<file path="config.mk">
export PLATFORM = sky130hd
export DESIGN_NAME = pc_sequencer
export DESIGN_NICKNAME = d
export VERILOG_FILES = /design/src/rtl/pc_seq_pkg.sv /design/src/rtl/cond_eval.sv /design/src/rtl/pc_sequencer.sv
export SDC_FILE = /design/constraint.sdc
export NUM_CORES = 1
export LEC_CHECK = 0
export CAP_MARGIN = 30
export CORE_MARGIN = 4
export CORE_UTILIZATION = 37
export DETAILED_ROUTE_END_ITERATION = 10
export PLACE_DENSITY_LB_ADDON = 0.25
export SKIP_CTS_REPAIR_TIMING = 1
export SYNTH_ARGS = -nofsm -noshare
export SYNTH_HDL_FRONTEND = slang
export SYNTH_SLANG_ARGS = --single-unit
</file>
<file path="constraint.sdc">
create_clock -name clk -period 1.9 [get_ports clk]
set_input_delay 0.57 -clock clk [delete_from_list [all_inputs] [get_ports clk]]
set_output_delay 0.57 -clock clk [all_outputs]
set_load 0.01 [all_outputs]
</file>
<file path="src/rtl/pc_seq_pkg.sv">
// Shared encodings for the program-counter sequencer: FSM states,
// branch opcode fields and the 16 condition codes.
package pc_seq_pkg;

    typedef enum logic [1:0] {
        ST_RUN  = 2'd0,
        ST_STEP = 2'd1,
        ST_HALT = 2'd2
    } state_t;

    localparam logic [10:0] OP_BR    = 11'h6B0;    // instr[31:21]
    localparam logic [5:0]  OP_B     = 6'b000101;  // instr[31:26]
    localparam logic [7:0]  OP_BCOND = 8'h54;      // instr[31:24]
    localparam logic [7:0]  OP_CBZ   = 8'hB4;
    localparam logic [7:0]  OP_CBNZ  = 8'hB5;

    localparam logic [3:0] COND_EQ = 4'h0;
    localparam logic [3:0] COND_NE = 4'h1;
    localparam logic [3:0] COND_HS = 4'h2;
    localparam logic [3:0] COND_LO = 4'h3;
    localparam logic [3:0] COND_MI = 4'h4;
    localparam logic [3:0] COND_PL = 4'h5;
    localparam logic [3:0] COND_VS = 4'h6;
    localparam logic [3:0] COND_VC = 4'h7;
    localparam logic [3:0] COND_HI = 4'h8;
    localparam logic [3:0] COND_LS = 4'h9;
    localparam logic [3:0] COND_GE = 4'hA;
    localparam logic [3:0] COND_LT = 4'hB;
    localparam logic [3:0] COND_GT = 4'hC;
    localparam logic [3:0] COND_LE = 4'hD;
    localparam logic [3:0] COND_AL = 4'hE;
    localparam logic [3:0] COND_NV = 4'hF;

endpackage

</file>
<file path="src/rtl/cond_eval.sv">
// Combinational evaluation of a 4-bit branch condition against the
// ALU flags {V,C,N,Z}.
module cond_eval
    import pc_seq_pkg::*;
(
    input  logic [3:0] i_cond,
    input  logic [3:0] i_flags,
    output logic       o_pass
);

    logic w_v, w_c, w_n, w_z;

    assign w_v = i_flags[3];
    assign w_c = i_flags[2];
    assign w_n = i_flags[1];
    assign w_z = i_flags[0];

    always_comb begin
        // NOTE: default before the case so every path assigns o_pass and no latch is inferred.
        o_pass = 1'b1;
        case (i_cond)
            COND_EQ: o_pass = w_z;
            COND_NE: o_pass = !w_z;
            COND_HS: o_pass = w_c;
            COND_LO: o_pass = !w_c;
            COND_MI: o_pass = w_n;
            COND_PL: o_pass = !w_n;
            COND_VS: o_pass = w_v;
            COND_VC: o_pass = !w_v;
            COND_HI: o_pass = w_c && !w_z;
            COND_LS: o_pass = !(w_c && !w_z);
            COND_GE: o_pass = (w_n == w_v);
            COND_LT: o_pass = (w_n != w_v);
            COND_GT: o_pass = !w_z && (w_n == w_v);
            COND_LE: o_pass = !(!w_z && (w_n == w_v));
            COND_AL: o_pass = 1'b1;
            COND_NV: o_pass = 1'b1;
        endcase
    end

endmodule

</file>
<file path="src/rtl/pc_sequencer.sv">
// Program-counter sequencer: branch decode, free-run / stall / single-step
// control and a terminal halt state for the single-cycle datapath.
module pc_sequencer
    import pc_seq_pkg::*;
#(
    parameter int              PC_W   = 7,
    parameter int              DATA_W = 32,
    parameter int              CNT_W  = 16,
    parameter logic [PC_W-1:0] RST_PC = '0
) (
    input  logic              clk,
    input  logic              rst,
    input  logic [31:0]       instr,
    input  logic [3:0]        flags,
    input  logic [DATA_W-1:0] reg_data,
    input  logic              stall,
    input  logic              step_mode,
    input  logic              step_req,
    output logic [PC_W-1:0]   pc,
    output logic              branch_taken,
    output logic              halted,
    output logic [CNT_W-1:0]  retired
);

    state_t            r_state, w_state_nxt;
    logic [PC_W-1:0]   r_pc, w_next_pc;
    logic [CNT_W-1:0]  r_retired;
    logic              r_branch_taken, r_halted, r_step_prev;
    logic              w_halt_cond, w_step_edge, w_advance, w_taken, w_cond_pass;
    logic [31:0]       w_off26, w_off19;
    logic              w_unused;

    assign w_halt_cond = (instr == 32'h0) | (r_pc == {PC_W{1'b1}});
    assign w_step_edge = step_req & ~r_step_prev;

    // Offsets are word counts; only the low PC_W bits matter since PC math wraps.
    assign w_off26  = {{6{instr[25]}}, instr[25:0]};
    assign w_off19  = {{13{instr[23]}}, instr[23:5]};
    assign w_unused = ^{w_off26[31:PC_W], w_off19[31:PC_W]};

    cond_eval u_cond_eval (
        .i_cond  (instr[3:0]),
        .i_flags (flags),
        .o_pass  (w_cond_pass)
    );

    always_comb begin
        w_taken   = 1'b0;
        w_next_pc = r_pc + PC_W'(1);
        if (instr[31:21] == OP_BR) begin
            w_taken   = 1'b1;
            w_next_pc = reg_data[PC_W-1:0];
        end else if (instr[31:26] == OP_B) begin
            w_taken   = 1'b1;
            w_next_pc = r_pc + w_off26[PC_W-1:0];
        end else begin
            case (instr[31:24])
                OP_BCOND: w_taken = w_cond_pass;
                OP_CBZ:   w_taken = (reg_data == '0);
                OP_CBNZ:  w_taken = (reg_data != '0);
                default:  w_taken = 1'b0;
            endcase
            if (w_taken) begin
                w_next_pc = r_pc + w_off19[PC_W-1:0];
            end
        end
    end

    always_ff @(posedge clk or negedge rst) begin
        if (!rst) begin
            r_state <= ST_RUN;
        end else begin
            // NOTE: non-blocking assignments for all state so every register samples pre-edge values.
            r_state <= w_state_nxt;
        end
    end

    // halt_cond outranks mode changes; a mode change outranks a pending step edge.
    always_comb begin
        w_state_nxt = r_state;
        case (r_state)
            ST_RUN: begin
                if (w_halt_cond)    w_state_nxt = ST_HALT;
                else if (step_mode) w_state_nxt = ST_STEP;
            end
            ST_STEP: begin
                if (w_halt_cond)     w_state_nxt = ST_HALT;
                else if (!step_mode) w_state_nxt = ST_RUN;
            end
            ST_HALT: w_state_nxt = ST_HALT;
            default: w_state_nxt = ST_RUN;
        endcase
    end

    always_comb begin
        w_advance = 1'b0;
        case (r_state)
            ST_RUN:  w_advance = !w_halt_cond && !step_mode && !stall;
            ST_STEP: w_advance = !w_halt_cond && step_mode && w_step_edge;
            default: w_advance = 1'b0;
        endcase
    end

    always_ff @(posedge clk or negedge rst) begin
        if (!rst) begin
            r_pc           <= RST_PC;
            r_retired      <= '0;
            r_branch_taken <= 1'b0;
            r_halted       <= 1'b0;
            r_step_prev    <= 1'b0;
        end else begin
            r_step_prev    <= step_req;
            r_halted       <= (w_state_nxt == ST_HALT);
            r_branch_taken <= w_advance & w_taken;
            if (w_advance) begin
                r_pc <= w_next_pc;
                if (r_retired != {CNT_W{1'b1}}) begin
                    r_retired <= r_retired + CNT_W'(1);
                end
            end
        end
    end

    assign pc           = r_pc;
    assign retired      = r_retired;
    assign branch_taken = r_branch_taken;
    assign halted       = r_halted;

endmodule
</file>
Yosys cells after proc, flatten, opt, wreduce, memory -nomap -nowiden. Cells that the tools add are included.

Add/subtract/negate cells: 4. Equal/unequal tests: 27. Muxes and demuxes: 15. Bitwise gates (word level): 4. Reduce and logical (&&, ||, !) cells: 22.

Operator list (number): $logic_not A32 Y1 (2); $eq A4 B4 Y1 const B (8); $reduce_bool A32 Y1 (1); $mux W7 (3); $add A16 B1 Y16 const B (1); $eq A4 B3 Y1 const B (4); $eq A8 B8 Y1 const B (2); $ne A16 B16 Y1 const B (1); $pmux W1 S15 (1); $add A7 B7 Y7 (2); $eq A11 B11 Y1 const B (1); $logic_not A1 Y1 (9); $eq A4 B2 Y1 const B (2); $eq A8 B7 Y1 const B (1); $mux W2 (4); $add A7 B1 Y7 const B (1); $eq A7 B7 Y1 const B (1); $eq A6 B3 Y1 const B (1); $logic_and A1 B1 Y1 (6); $pmux W2 S3 (1); $eq A2 B2 Y1 const B (2); $eq A4 B1 Y1 const B (1); $logic_not A4 Y1 (1); $mux W1 (4); other kinds (11) (12).

Bits in registers: 28. Input port bits: 73. Word-level logic and storage cells: 78.

Depth between registers and ports, before layout.
Depth in word-level cells: 10. Depth in mapped cells: 18. Mapped depth without buffers: 16.

By module. From an unflattened synthesis, not the netlist that was laid out.

Cell total of the unflattened synthesis: 229. Area total of the unflattened synthesis: 2023.2 sq um.

Modules (own cells, without submodules): pc_sequencer (times used 1, cells an instance 199, area an instance 1838.0 sq um); cond_eval (times used 1, cells an instance 30, area an instance 185.2 sq um).

Worst setup path before layout. Ideal clock, no wire load.

Kind: input -> register. Start: input port instr[3]. End: register r_pc[6] (netlist: pc[6]). Setup time: 0.125 ns. Data arrival time: 3.252 ns. Required time: 1.775 ns. Setup slack: -1.477 ns. Stages: 18. Cells stage by stage: buf_6 > or4_4 > nor2_1 > or3_1 > a31oi_1 > or2_1 > buf_6 > a21oi_1 > ha_1 > inv_1 > fa_1 > nor2b_1 > nor3_1 > o21bai_1 > a21oi_1 > xor2_1 > xnor2_1 > o21ai_1.

Longest elaborated chain between the ends: 9. Elaborated cells between the ends (all ways): 33. Classes of those cells: add/sub: 1; eq/ne: 15; mux: 8; bitwise: 1; reduce/logical: 8.

Ends and longest elaborated chain: start, declared (RTL line pc_sequencer.sv:13) `input logic [31:0] instr,`; $eq A4 B4 Y1 (RTL line cond_eval.sv:21) `case (i_cond)`; $reduce_or A2 Y1 (no line); $pmux W1 S15 (RTL line cond_eval.sv:21); $pmux W1 S3 (RTL line pc_sequencer.sv:57) `case (instr[31:24])`; $mux W1 (RTL line pc_sequencer.sv:53) `end else if (instr[31:26] == OP_B) begin`; $mux W1 (RTL line pc_sequencer.sv:50) `if (instr[31:21] == OP_BR) begin`; $mux W7 (RTL line pc_sequencer.sv:63) `if (w_taken) begin`; $mux W7 (RTL line pc_sequencer.sv:53); $mux W7 (RTL line pc_sequencer.sv:50); end signal, assigned (RTL line pc_sequencer.sv:116) `r_pc <= w_next_pc;`; end, declared (RTL line pc_sequencer.sv:26) `logic [PC_W-1:0] r_pc, w_next_pc;`.

Several ways; a longest one is shown, not always the timed one. The select of a mux whose other input is x is not followed. A chain may end at the register's enable or synchronous reset.

Final worst setup path.
Start: input port instr[27]. End: register r_pc[6] (netlist: pc[6]).

Longest elaborated chain between the ends: 7. Elaborated cells between the ends (all ways): 19. Classes of those cells: eq/ne: 5; mux: 7; bitwise: 1; reduce/logical: 6.

Ends and longest elaborated chain (RTL line): $eq A8 B8 Y1 / $eq A8 B7 Y1 (equally long branches) (pc_sequencer.sv:57); $pmux W1 S3 (pc_sequencer.sv:57); $mux W1 (pc_sequencer.sv:53); $mux W1 (pc_sequencer.sv:50); $mux W7 (pc_sequencer.sv:63); $mux W7 (pc_sequencer.sv:53); $mux W7 (pc_sequencer.sv:50).

Several ways; a longest one is shown, not always the timed one. The select of a mux whose other input is x is not followed.

==> results.py <==
metrics = {
    "global_routing": {
        "grt-ovfl-total": 0,
        "grt_pass1_wl_mm": 10.4,
        "grt_max_degree": 29,
        "grt_pass1_vias": 2312,
        "grt_use_total_pct": 19.6,
        "antenna_found_initial": 0,
    },
    "logic_synthesis": {
        "synthArstFlopShare_pct": 100,
        "ys_seq_area_share_pct": 34.3,
        "syn_avg_cell_area_sq_um": 9.01,
        "dominantRegCellSynth": "dfrtp_1",
        "ys_types": 55,
        "synth.net_count": 309,
        "ys_warn_count": 0,
        "synth-seq-cells": 28,
        "synth_edf_count": 0,
        "syn_inst": 227,
        "syn_area_sq_mm": 0.00204,
    },
    "setup_path": {
        "crit_fanout": 6,
        "endpoint_kind": "flip-flop",
        "ff2ff_setup_slack_ns": -0.04,
        "worstSetupPathType": "input port to flip-flop",
        "r2r_end": "pc[6]",
        "crit_arrival_ns": 3.36,
        "rr_worst_depth": 10,
        "start_kind": "input port",
        "worstReg2RegStart": "pc[0]",
        "crit_required_ns": 2.05,
    },
    "power_and_ir_drop": {
        "seqPwrFrac_pct": 30.7,
        "power.density_mw_per_mm2": 764,
        "p_switching_mw": 1.09,
        "share_comb_of_total_power_pct": 59.0,
        "switching_share_pct": 36.9,
        "p_int_mw": 1.87,
        "p_total_mw": 2.96,
        "clkPwrFrac_pct": 10.3,
        "static-leakage-power_nw": 1.93,
        "ir_drop_v": 0.000505,
    },
    "clocking": {
        "cts_sinks": 28,
        "cts_root_buf": "clkbuf_8",
        "cts_buffers": 3,
        "clock_path_buffers": 2,
        "insertion_delay_ns": 0.26,
        "h-tree-depth": 1,
        "cts.clk_slew.worst_paths_ns": 0.08,
        "cts_tree": "done",
    },
    "routing": {
        "ant_nets": 0,
        "vias_per_cell": 5.20,
        "wirelength_mm": 6.81,
        "wl_met2_mm": 3.57,
        "drc": 0,
        "vias": 2307,
        "wl_met1_mm": 2.65,
        "drt_pass1_iterations": 4,
        "wl_per_cell_microns": 15.3,
        "highest_layer": "met4",
        "dr_wl_met3_microns": 458,
        "drt-initial-drc-count": 63,
    },
    "layout": {
        "final_util_pct": 73.9,
        "area_delta_synth_final_pct": 89.4,
        "mostFrequentLayoutCells": "buf_4, clkdlybuf4s50_1, dlymetal6s2s_1, dfrtp_1, xor2_1",
        "fill_cells": 415,
        "layout_commonest_cell": "buf_4",
        "multi_input_area_sq_mm": 0.00157,
        "nNetsFinal": 458,
        "diodes": 0,
        "regArea_sq_um": 706,
        "drive_above_1_share_pct": 36.6,
    },
    "run_status": {
        "status": "finished, violations left",
        "violations": "setup timing",
    },
    "placement": {
        "hpwl_mm": 5.61,
        "gp_congestion": 0.936,
        "portBuffers": 97,
    },
    "die": {
        "dieHeight_microns": 82.3,
        "start_util_pct": 39.0,
        "pin_count": 98,
        "rows": 26,
        "core_sq_mm": 0.00524,
        "die-area_sq_mm": 0.00678,
        "die_x_microns": 82.3,
    },
    "timing": {
        "fin_skew_ns": 0.00398,
        "setup_viol": 27,
        "fin_ws_ns": -1.31,
        "whs_ns": 0.481,
        "worst_pin_slew_ns": 0.429,
        "layout_min_cycle_time_ns": 3.21,
        "grt_setup_unrepaired": "yes",
        "slew-limit-headroom_pct": 71.3,
        "fin_setup_tns_ns": -14.08,
        "period_share_pct": 169,
        "drv_slew": 0,
        "hold_violations": 0,
        "timing.fmax_ghz": 0.311,
    },
    "worst_hold_path": {
        "min-delay-start": "r_state[1]",
        "hold_depth": 1,
        "hp-class": "flip-flop to flip-flop",
        "hold_path_end": "r_state[1]",
    },
    "flow_run": {
        "max_cap_violations": 0,
    },
}
layout make-up:
| type | instances | share of cell area, % |
|---|---|---|
| inverters | 7 | 0.679 |
| multi-input cells | 184 | 40.5 |
| repair buffers | 152 | 37.2 |
| flip-flops and latches | 28 | 18.2 |
| well taps | 70 | 2.26 |
| clock buffers | 3 | 1.07 |
power by group through the flow:
stage | clock network, mW | logic [mW] | registers (mW)
5_1_grt | 0.342 | 1.90 | 0.927
3_5_place_dp | 0 | 1.66 | 0.904
3_3_place_gp | 0 | 1.60 | 0.899
2_1_floorplan | 0 | 0.725 | 0.957
4_1_cts | 0.322 | 1.66 | 0.896
6_report | 0.304 | 1.75 | 0.909
cells in the mapped netlist (5+ instances only):
| master | instances | share of area, % |
|---|---|---|
| and3_1 | 6 | 1.8 |
| o21ai_0 | 8 | 2.0 |
| nor4_1 | 13 | 4.0 |
| nand3_1 | 9 | 2.2 |
| nor2b_1 | 8 | 2.4 |
| buf_6 | 5 | 2.8 |
| xor2_1 | 17 | 7.3 |
| nor2_1 | 22 | 4.0 |
| nand2_1 | 10 | 1.8 |
| nor3_1 | 9 | 2.2 |
| dfrtp_1 | 28 | 34 |
| inv_1 | 6 | 1.1 |
| a21oi_1 | 16 | 3.9 |
| ha_1 | 8 | 4.9 |
flip-flops by register name, summed over array words and instances (netlist names):
register      count
retired          16
pc                7
r_state           2
branch_taken      1
halted            1
r_step_prev       1
layer usage:
metal	up-vias	track usage (%)
met3	12	4.12
met5	-	0
li1	1133	-
met1	1074	22.5
met2	88	36.1
met4	0	5.48
cell families (layout without fill, tap and decap cells):
| logic type | Yosys count | after routing | synth area share, % |
|---|---|---|---|
| fa+ha+maj | 9 | 9 | 5.88 |
| mux | 3 | 3 | 1.59 |
| flops | 28 | 28 | 34.3 |
| buf+inv | 15 | 162 | 4.71 |
| xor+xnor | 21 | 21 | 9.00 |
| compound gates | 49 | 49 | 15.9 |
| simple gates | 102 | 102 | 28.6 |
critical path: stages:
cell      delay [ns]
buf_6           0.09
nand3b_4        0.15
or3b_4          0.41
or3_4           0.38
a31oi_4         0.15
or2_4           0.17
a22o_4          0.16
inv_2           0.04
fa_2            0.38
nor2b_4         0.14
nor3_2          0.06
o21bai_1        0.13
a21oi_1         0.09
xor2_1          0.20
xnor2_1         0.14
o21ai_1         0.09
worst max path at each step:
stage                  from    end  slack [ns]  cells past startpoint
2_1_floorplan      instr[2]  pc[6]       -1.34                     15
3_3_place_gp    reg_data[0]  pc[6]       -1.91                     15
3_5_place_dp      instr[26]  pc[6]       -2.06                     17
4_1_cts           instr[26]  pc[6]       -1.77                     17
5_1_grt        reg_data[20]  pc[6]       -1.45                     17
6_report          instr[27]  pc[6]       -1.31                     16
metrics by stage:
| stage | cells | cell area [sq um] | worst slack [ns] |
|---|---|---|---|
| 2_1_floorplan | 227 | 2210 | -1.34 |
| 3_3_place_gp | 440 | 3600 | -1.91 |
| 3_5_place_dp | 440 | 3600 | -2.06 |
| 4_1_cts | 443 | 3640 | -1.77 |
| 5_1_grt | 444 | 3870 | -1.45 |
| 6_report | 444 | 3870 | -1.31 |
Power figures use the tool's default switching activity.
